$ cat src/rtl/ps2_pkg.sv
// Shared types and constants for the PS/2 host-to-device transmitter.
// State enumeration, default timing parameters and the set-LEDs command code.
package ps2_pkg;

  typedef enum logic [2:0] {
    IDLE,
    RTS,
    START,
    DATA,
    STOP,
    ACK,
    WAIT_IDLE
  } tx_state_t;

  localparam int RTS_CYCLES_DEF = 10000;
  localparam int FILTER_LEN_DEF = 8;

  localparam logic [7:0] PS2_CMD_SET_LEDS = 8'hED;

  // PS/2 frames carry odd parity: data bits plus parity hold an odd number of ones.
  function automatic logic odd_parity(input logic [7:0] b);
    return ~^b;
  endfunction

endpackage

$ cat src/rtl/ps2_clk_filter.sv
// Debounces the sampled PS/2 clock line; a level is accepted only after
// FILTER_LEN identical samples, and fall_tick pulses once per accepted 1->0.
module ps2_clk_filter
  import ps2_pkg::*;
#(
  parameter int FILTER_LEN = FILTER_LEN_DEF
) (
  input  logic clk,
  input  logic reset,
  input  logic ps2c_in,
  output logic ps2c_filt,
  output logic fall_tick
);

  logic [FILTER_LEN-1:0] samples;
  logic [FILTER_LEN-1:0] next_samples;

  assign next_samples = {samples[FILTER_LEN-2:0], ps2c_in};

  // Reset primes the history to the released (high) level so no false edge appears.
  always_ff @(posedge clk or posedge reset) begin
    if (reset) begin
      samples   <= '1;
      ps2c_filt <= 1'b1;
      fall_tick <= 1'b0;
    end else begin
      samples   <= next_samples;
      fall_tick <= 1'b0;
      if (&next_samples) begin
        ps2c_filt <= 1'b1;
      end else if (~|next_samples) begin
        if (ps2c_filt) fall_tick <= 1'b1;
        ps2c_filt <= 1'b0;
      end
    end
  end

endmodule

$ cat src/rtl/ps2_tx.sv
// PS/2 host-to-device command transmitter (request-to-send, 11-bit frame, ACK).
// Define PS2_TX_ACK_CHECK_EN to add the sticky ack_err output.
module ps2_tx
  import ps2_pkg::*;
#(
  parameter int RTS_CYCLES = RTS_CYCLES_DEF,
  parameter int FILTER_LEN = FILTER_LEN_DEF
) (
  input  logic       clk,
  input  logic       reset,
  input  logic       wr_ps2,
  input  logic [7:0] din,
  input  logic       ps2c_in,
  input  logic       ps2d_in,
  output logic       ps2c_oe,
  output logic       ps2d_oe,
  output logic       tx_idle,
  output logic       tx_done_tick
`ifdef PS2_TX_ACK_CHECK_EN
  ,
  output logic       ack_err
`endif
);

  localparam int RTS_W = $clog2(RTS_CYCLES + 1);
  localparam logic [RTS_W-1:0] RTS_LAST   = RTS_W'(RTS_CYCLES - 1);
  localparam logic [RTS_W-1:0] RTS_PENULT = RTS_W'(RTS_CYCLES - 2);

  tx_state_t        state;
  logic [8:0]       shift_reg;
  logic [3:0]       bit_cnt;
  logic [RTS_W-1:0] rts_cnt;
  logic             ps2c_filt;
  logic             fall_tick;

  ps2_clk_filter #(
    .FILTER_LEN(FILTER_LEN)
  ) u_clk_filter (
    .clk      (clk),
    .reset    (reset),
    .ps2c_in  (ps2c_in),
    .ps2c_filt(ps2c_filt),
    .fall_tick(fall_tick)
  );

  assign tx_idle = (state == IDLE);

  // shift_reg[0] is always the bit currently on the wire; parity sits in bit 8.
  always_ff @(posedge clk or posedge reset) begin
    if (reset) begin
      state        <= IDLE;
      shift_reg    <= '0;
      bit_cnt      <= '0;
      rts_cnt      <= '0;
      ps2c_oe      <= 1'b0;
      ps2d_oe      <= 1'b0;
      tx_done_tick <= 1'b0;
`ifdef PS2_TX_ACK_CHECK_EN
      ack_err      <= 1'b0;
`endif
    end else begin
      tx_done_tick <= 1'b0;
      case (state)
        IDLE: begin
          if (wr_ps2) begin
            shift_reg <= {odd_parity(din), din};
            rts_cnt   <= '0;
            bit_cnt   <= '0;
            ps2c_oe   <= 1'b1;
            ps2d_oe   <= 1'b0;
            state     <= RTS;
`ifdef PS2_TX_ACK_CHECK_EN
            ack_err   <= 1'b0;
`endif
          end
        end
        RTS: begin
          rts_cnt <= rts_cnt + 1'b1;
          if (rts_cnt == RTS_PENULT) ps2d_oe <= 1'b1;
          if (rts_cnt == RTS_LAST) begin
            ps2c_oe <= 1'b0;
            ps2d_oe <= 1'b1;
            state   <= START;
          end
        end
        START: begin
          if (fall_tick) begin
            ps2d_oe <= ~shift_reg[0];
            state   <= DATA;
          end
        end
        DATA: begin
          // bit_cnt == 8 means parity has been on the wire for one edge already.
          if (fall_tick) begin
            if (bit_cnt == 4'd8) begin
              ps2d_oe <= 1'b0;
              state   <= STOP;
            end else begin
              bit_cnt   <= bit_cnt + 4'd1;
              shift_reg <= {1'b0, shift_reg[8:1]};
              ps2d_oe   <= ~shift_reg[1];
            end
          end
        end
        STOP: begin
          if (fall_tick) state <= ACK;
        end
        ACK: begin
          if (fall_tick) begin
`ifdef PS2_TX_ACK_CHECK_EN
            if (ps2d_in) ack_err <= 1'b1;
`endif
            state <= WAIT_IDLE;
          end
        end
        WAIT_IDLE: begin
          if (ps2c_filt && ps2d_in) begin
            tx_done_tick <= 1'b1;
            state        <= IDLE;
          end
        end
        default: state <= IDLE;
      endcase
    end
  end

endmodule

$ cat config.mk
export PLATFORM = sky130hd
export DESIGN_NAME = ps2_tx
export DESIGN_NICKNAME = d
export VERILOG_FILES = /design/src/rtl/ps2_pkg.sv /design/src/rtl/ps2_clk_filter.sv /design/src/rtl/ps2_tx.sv
export SDC_FILE = /design/constraint.sdc
export NUM_CORES = 1
export LEC_CHECK = 0
export ABC_AREA = 1
export ABC_CLOCK_PERIOD_IN_PS = 1400
export BUFFER_PORTS_ARGS = -buffer_cell sky130_fd_sc_hd__buf_2
export CORE_UTILIZATION = 35
export CTS_CLUSTER_SIZE = 40
export DETAILED_ROUTE_END_ITERATION = 10
export GPL_ROUTABILITY_DRIVEN = 0
export HOLD_SLACK_MARGIN = 0.15
export PLACE_DENSITY_LB_ADDON = 0.12
export SETUP_SLACK_MARGIN = 0.02
export SYNTH_ARGS = -nofsm -noshare
export SYNTH_HDL_FRONTEND = slang
export SYNTH_SLANG_ARGS = --single-unit
$ cat constraint.sdc
create_clock -name clk -period 1.4 [get_ports clk]
set_input_delay 0.14 -clock clk [delete_from_list [all_inputs] [get_ports clk]]
set_output_delay 0.14 -clock clk [all_outputs]
set_load 0.02 [all_outputs]
== After elaboration in Yosys (flattened, before gate mapping) ==
Index checks and enable logic that the tools add are counted.
W data, S select, Z words.
Word-level totals
  output and inout port bits: 4
  register bits after elaboration: 42
  input port bits: 13
  logic and storage cells: 83
Cells by class
  reduce and logical (&&, ||, !) cells: 13
  multiplexer cells: 36
  equal/unequal tests: 20
  bitwise gates (word level): 2
  add/subtract/negate cells: 2
Operator list (count)
  $eq A14 B14 Y1 const B: 2
  $pmux W14 S2: 1
  $mux W9: 3
  $mux W3: 8
  $pmux W3 S7: 1
  $pmux W9 S2: 1
  $reduce_and A8 Y1: 2
  $mux W1: 15
  $add A14 B1 Y14 const B: 1
  $mux W14: 1
  $mux W4: 3
  $ne A2 B1 Y1 const B: 5
  $ne A2 B2 Y1 const B: 5
  $eq A3 B3 Y1 const B: 3
  $pmux W4 S2: 1
  $reduce_or A8 Y1: 1
  $reduce_xnor A8 Y1: 1
  $eq A3 B2 Y1 const B: 2
  $reduce_and A5 Y1: 1
  $add A4 B1 Y4 const B: 1
  $eq A4 B4 Y1 const B: 1
  $pmux W1 S4: 1
  $reduce_and A4 Y1: 1
  $reduce_bool A2 Y1: 2
  other kinds (9): 10

== Longest topological paths before layout ==
  depth in word-level cells: 4
  mapped depth: 10
  depth with buffers taken out: 9

== Modules after synthesis ==
A second synthesis with hierarchy kept.
Second synthesis, totals
  cells, all modules: 318
  area total of the unflattened synthesis: 2358.5 um2
Modules (own cells, without submodules)
  ps2_tx: times used 1, cells an instance 290, area an instance 2040.7 um2, sequential area each 825.8 um2
  ps2_clk_filter: times used 1, cells an instance 28, area an instance 317.8 um2, sequential area each 235.2 um2

== Least setup slack after synthesis ==
Ideal clock, no wire load.
  kind: reg-to-reg
  start: register state[0]
  end: register rts_cnt[8]
  slack: -0.118 ns
  library setup time: 0.128 ns
  required time: 1.272 ns
  cell stages (with the launch flop): 10
  data arrival time: 1.390 ns
  path buffers: 1
  period minus slack after synthesis: 1.518 ns
  cells stage by stage: dfrtp_1 -> inv_2 -> nand2_1 -> nor2_2 -> nand2_1 -> buf_2 -> nand2_2 -> inv_1 -> nand2_1 -> o21ai_0
Between the ends
  word-level cells in the longest chain between the ends: 3
  elaborated cells between the ends (all ways): 6
  classes of those cells: eq/ne (2); mux (1); reduce/logical (3)
Ends and longest elaborated chain
  start: declaration: line ps2_tx.sv:29  | tx_state_t state;
  start signal: assignment: line ps2_tx.sv:51  | state <= IDLE;
  start signal: assignment: line ps2_tx.sv:71  | state <= RTS;
  start signal: assignment: line ps2_tx.sv:83  | state <= START;
  $logic_not A3 Y1 *
  net tx_idle: line ps2_tx.sv:17  | output logic tx_idle,
  $ne A2 B2 Y1 (no source line) / $reduce_bool A2 Y1 (equally long branches)
  $reduce_and A2 Y1 (no source line)
  end signal: assignment: line ps2_tx.sv:78  | rts_cnt <= rts_cnt + 1'b1;
  end: declaration: line ps2_tx.sv:32  | logic [RTS_W-1:0] rts_cnt;
Mark *: on every way through the listed nets, which the timed path passes. The rest lies on a longest branch.
A chain may end at the register's enable or synchronous reset.

== Worst setup path in the final report ==
  start: register state[2]
  end: register shift_reg[0]
Between the ends
  word-level cells in the longest chain between the ends: 3
  elaborated cells between the ends (all ways): 8
  classes of those cells: eq/ne (4); mux (1); reduce/logical (3)
Ends and longest elaborated chain
  $eq A3 B2 Y1 / $logic_not A3 Y1 (equally long branches): line ps2_tx.sv:63  | case (state)
  $ne A2 B2 Y1 (no source line), or another cell as far along
  $reduce_and A4 Y1 (no source line)
  end signal: assignment: line ps2_tx.sv:66  | shift_reg <= {odd_parity(din), din};
  end signal: assignment: line ps2_tx.sv:100  | shift_reg <= {1'b0, shift_reg[8:1]};
  end: declaration: line ps2_tx.sv:30  | logic [8:0] shift_reg;
Several ways; a longest one is shown, not always the timed one.

==> qor.yml <==
port-buffer-count: 16
intPower_mw: 3.08
setup_viol: 13
avgSynthCellArea_um2: 7.59
fmaxAchievable_mhz: 681
path_buf_inv: 2
coreArea_um2: 6350
holdPathEnd: "tx_done_tick"
die_h_um: 83.2
row_count: 29
syn_inst: 304
tightest_slew_ns: 0.286
cts_tree: "done"
dr_total_vias: 2045
yosysWarnings: 0
grt_max_degree: 43
overflow: 0
die_area_um2: 6920
yosysUniqueCellTypes: 27
initial_core_util_pct: 36.3
clock_latency_ns: 0.30
ir_drop_uv: 863
crit_arrival_ns: 1.65
syn-num-nets: 321
r2r_slack_ns: -0.07
maxCapViolations: 0
maxSlewViolCount: 0
failed_checks: "negative setup slack"
grt_antenna_before_repair: 0
powerDensity_nw_per_um2: 1630
start_kind: "flip-flop"
worstReg2RegEnd: "shift_reg[0]"
die_w_um: 83.2
grt_pass1_vias: 1958
ant_nets: 0
slowest_delay_ns: 0.42
cp_cell_sequence: "buf_6, nor2_4, nand2_4, a21oi_4, clkbuf_16, o21ai_1"
required_ns: 1.58
ys.flop_type: "dfrtp_1"
antennaDiodeCount: 0
fin_skew_ns: 0.00800
holdCritStartpoint: "ps2d_in"
crit_type: "reg2reg"
path_max_fanout: 6
slew_headroom_pct: 80.9
synth_edf_count: 0
hold_viol_final: 0
cts_root_buf: "clkbuf_8"
endpoint_kind: "flip-flop"
seqPwrFrac_pct: 31.8
largest_reg_flops: 14
viasPerCell: 4.57
track_usage_pct: 16.3
p_sw_mw: 2.07
syn_area_um2: 2310
crit_family: "flip-flops"
holdCritPathClass: "in2reg"
cts_buffers: 5
dr.first_iter.drc_count: 59
min_path_cells: 3
p_leak_nw: 1.55
grt_pass1_wl_um: 9060
ys_ff_latch: 42
clock_sinks: 42
reg2reg_depth: 6
clkTransAtPathRegs_ns: 0.08
synthTopCellsByArea: "dfrtp_1, nand2_1, dfstp_2"
wl_per_cell_um: 11.9
clock_path_buffers: 2
finalCritPeriodShare_pct: 105
synthDominantCellAreaShare_pct: 36.9
drive_above_1_share_pct: 33.0
crit_path_top_delay_cell: "dfrtp_1"
status: "complete, but fails checks"
synth_top_cell_by_area: "dfrtp_1"
synth.most_common_cell: "nand2_1"
clockPowerShare_pct: 15.5
p_sw_share_pct: 40.2
syn_to_final_growth_pct: 37.2
dp_hpwl_um: 3730
fill_cells: 608
seq_area_frac_synth_pct: 46.0
synth_common_cells: "nand2_1, inv_1, dfrtp_1"
synthArstFlopShare_pct: 100
io_pins: 17
dr.pass1.iters: 4
worstReg2RegStart: "state[2]"
fin_ws_ns: -0.0674
rsz0062_at_grt: "yes"
power.share.combinational_pct: 52.8
whs_ns: 0.188
setup_tns_ns: -0.597
fin_crit_ns: 1.47
drt-total-wl_um: 5330
route.detailed.drc: 0
fin_nets: 386
htreeDepth: 2
-- layer usage --
| layer | vias up | track usage (%) | share of wire [%] |
|---|---|---|---|
| met5 | - | 0 | 0 |
| met4 | 0 | 5.17 | 1.1 |
| met3 | 5 | 2.68 | 1.6 |
| met2 | 15 | 26.2 | 48 |
| met1 | 926 | 22.4 | 50 |
| li1 | 1099 | - | - |
-- worst register-to-register path, cell delays in order, from the launching register on --
cell	delay [ns]
dfrtp_1	0.42
buf_6	0.15
nor2_4	0.15
nand2_4	0.08
a21oi_4	0.29
clkbuf_16	0.21
o21ai_1	0.06
-- power by group through the flow --
stage	logic [mW]	clock network, mW	registers (mW)
after floorplan	1.38	0	1.65
after global placement	2.08	0	1.64
after detailed placement	2.08	0	1.64
after CTS	2.25	0.833	1.62
after global routing	3.01	0.882	1.67
final	2.72	0.796	1.64
-- cells by family (layout without fill, tap and decap cells) --
group / Yosys count / count (layout) / synth area share, %
flip-flops: 42 / 42 / 46.0
buffers and inverters: 45 / 111 / 8.19
XOR/XNOR: 11 / 11 / 4.18
adder cells (fa/ha/maj): 4 / 4 / 2.17
AO/OA/AOI/OAI: 42 / 42 / 9.39
AND/OR/NAND/NOR: 160 / 160 / 30.1
-- layout by cell type (no fill, tap or decap), types with 8 or more instances in the layout --
| master | count |
|---|---|
| dfstp_2 | 8 |
| dfrtp_1 | 31 |
| buf_6 | 9 |
| nand2_2 | 8 |
| o21ai_1 | 15 |
| nor2_1 | 19 |
| nand4_1 | 8 |
| inv_1 | 30 |
| buf_2 | 15 |
| buf_4 | 34 |
| nand2_1 | 83 |
| nand3_1 | 18 |
| o21ai_0 | 18 |
-- area by class of cell --
| type | count | area, um^2 | area share [%] |
|---|---|---|---|
| Sequential cell | 42 | 1060 | 33.6 |
| Tap cell | 77 | 96.3 | 3.04 |
| Inverter | 39 | 154 | 4.86 |
| Clock inverter | 3 | 21.3 | 0.672 |
| Multi-Input combinational cell | 217 | 1220 | 38.6 |
| Timing Repair Buffer | 64 | 537 | 17.0 |
| Clock buffer | 5 | 68.8 | 2.17 |
-- per-stage QoR --
step / util, % / setup WS [ns] / power [mW] / instance area, um^2 / cells
2_1_floorplan: - / 0.00796 / 3.03 / 2340 / 304
3_3_place_gp: 43.3 / -0.0556 / 3.71 / 2750 / 424
3_5_place_dp: 43.3 / -0.0665 / 3.72 / 2750 / 424
4_1_cts: 46.0 / 0.000421 / 4.70 / 2920 / 437
5_1_grt: 49.8 / -0.144 / 5.56 / 3160 / 447
6_report: 49.8 / -0.0674 / 5.15 / 3160 / 447
-- how the worst max path moves through the flow --
stage / slack, ns / startpoint / end / cells after the start
3_3_place_gp: -0.06 / state[1] / rts_cnt[8] / 9
6_report: -0.07 / state[2] / shift_reg[0] / 6
5_1_grt: -0.14 / state[2] / shift_reg[0] / 6
4_1_cts: 0.0004 / state[1] / shift_reg[0] / 9
2_1_floorplan: 0.008 / state[0] / rts_cnt[8] / 9
3_5_place_dp: -0.07 / bit_cnt[0] / state[1] / 9
-- what timing repair did --
action	in CTS	in global routing
cloned	0	1
hold endpoints to repair	45	0
pin swaps	4	17
hold buffers	2	0
resized for setup	10	46
setup buffers	3	9
setup endpoints to repair	22	28
No activity file was read; power rests on OpenSTA's default activity.
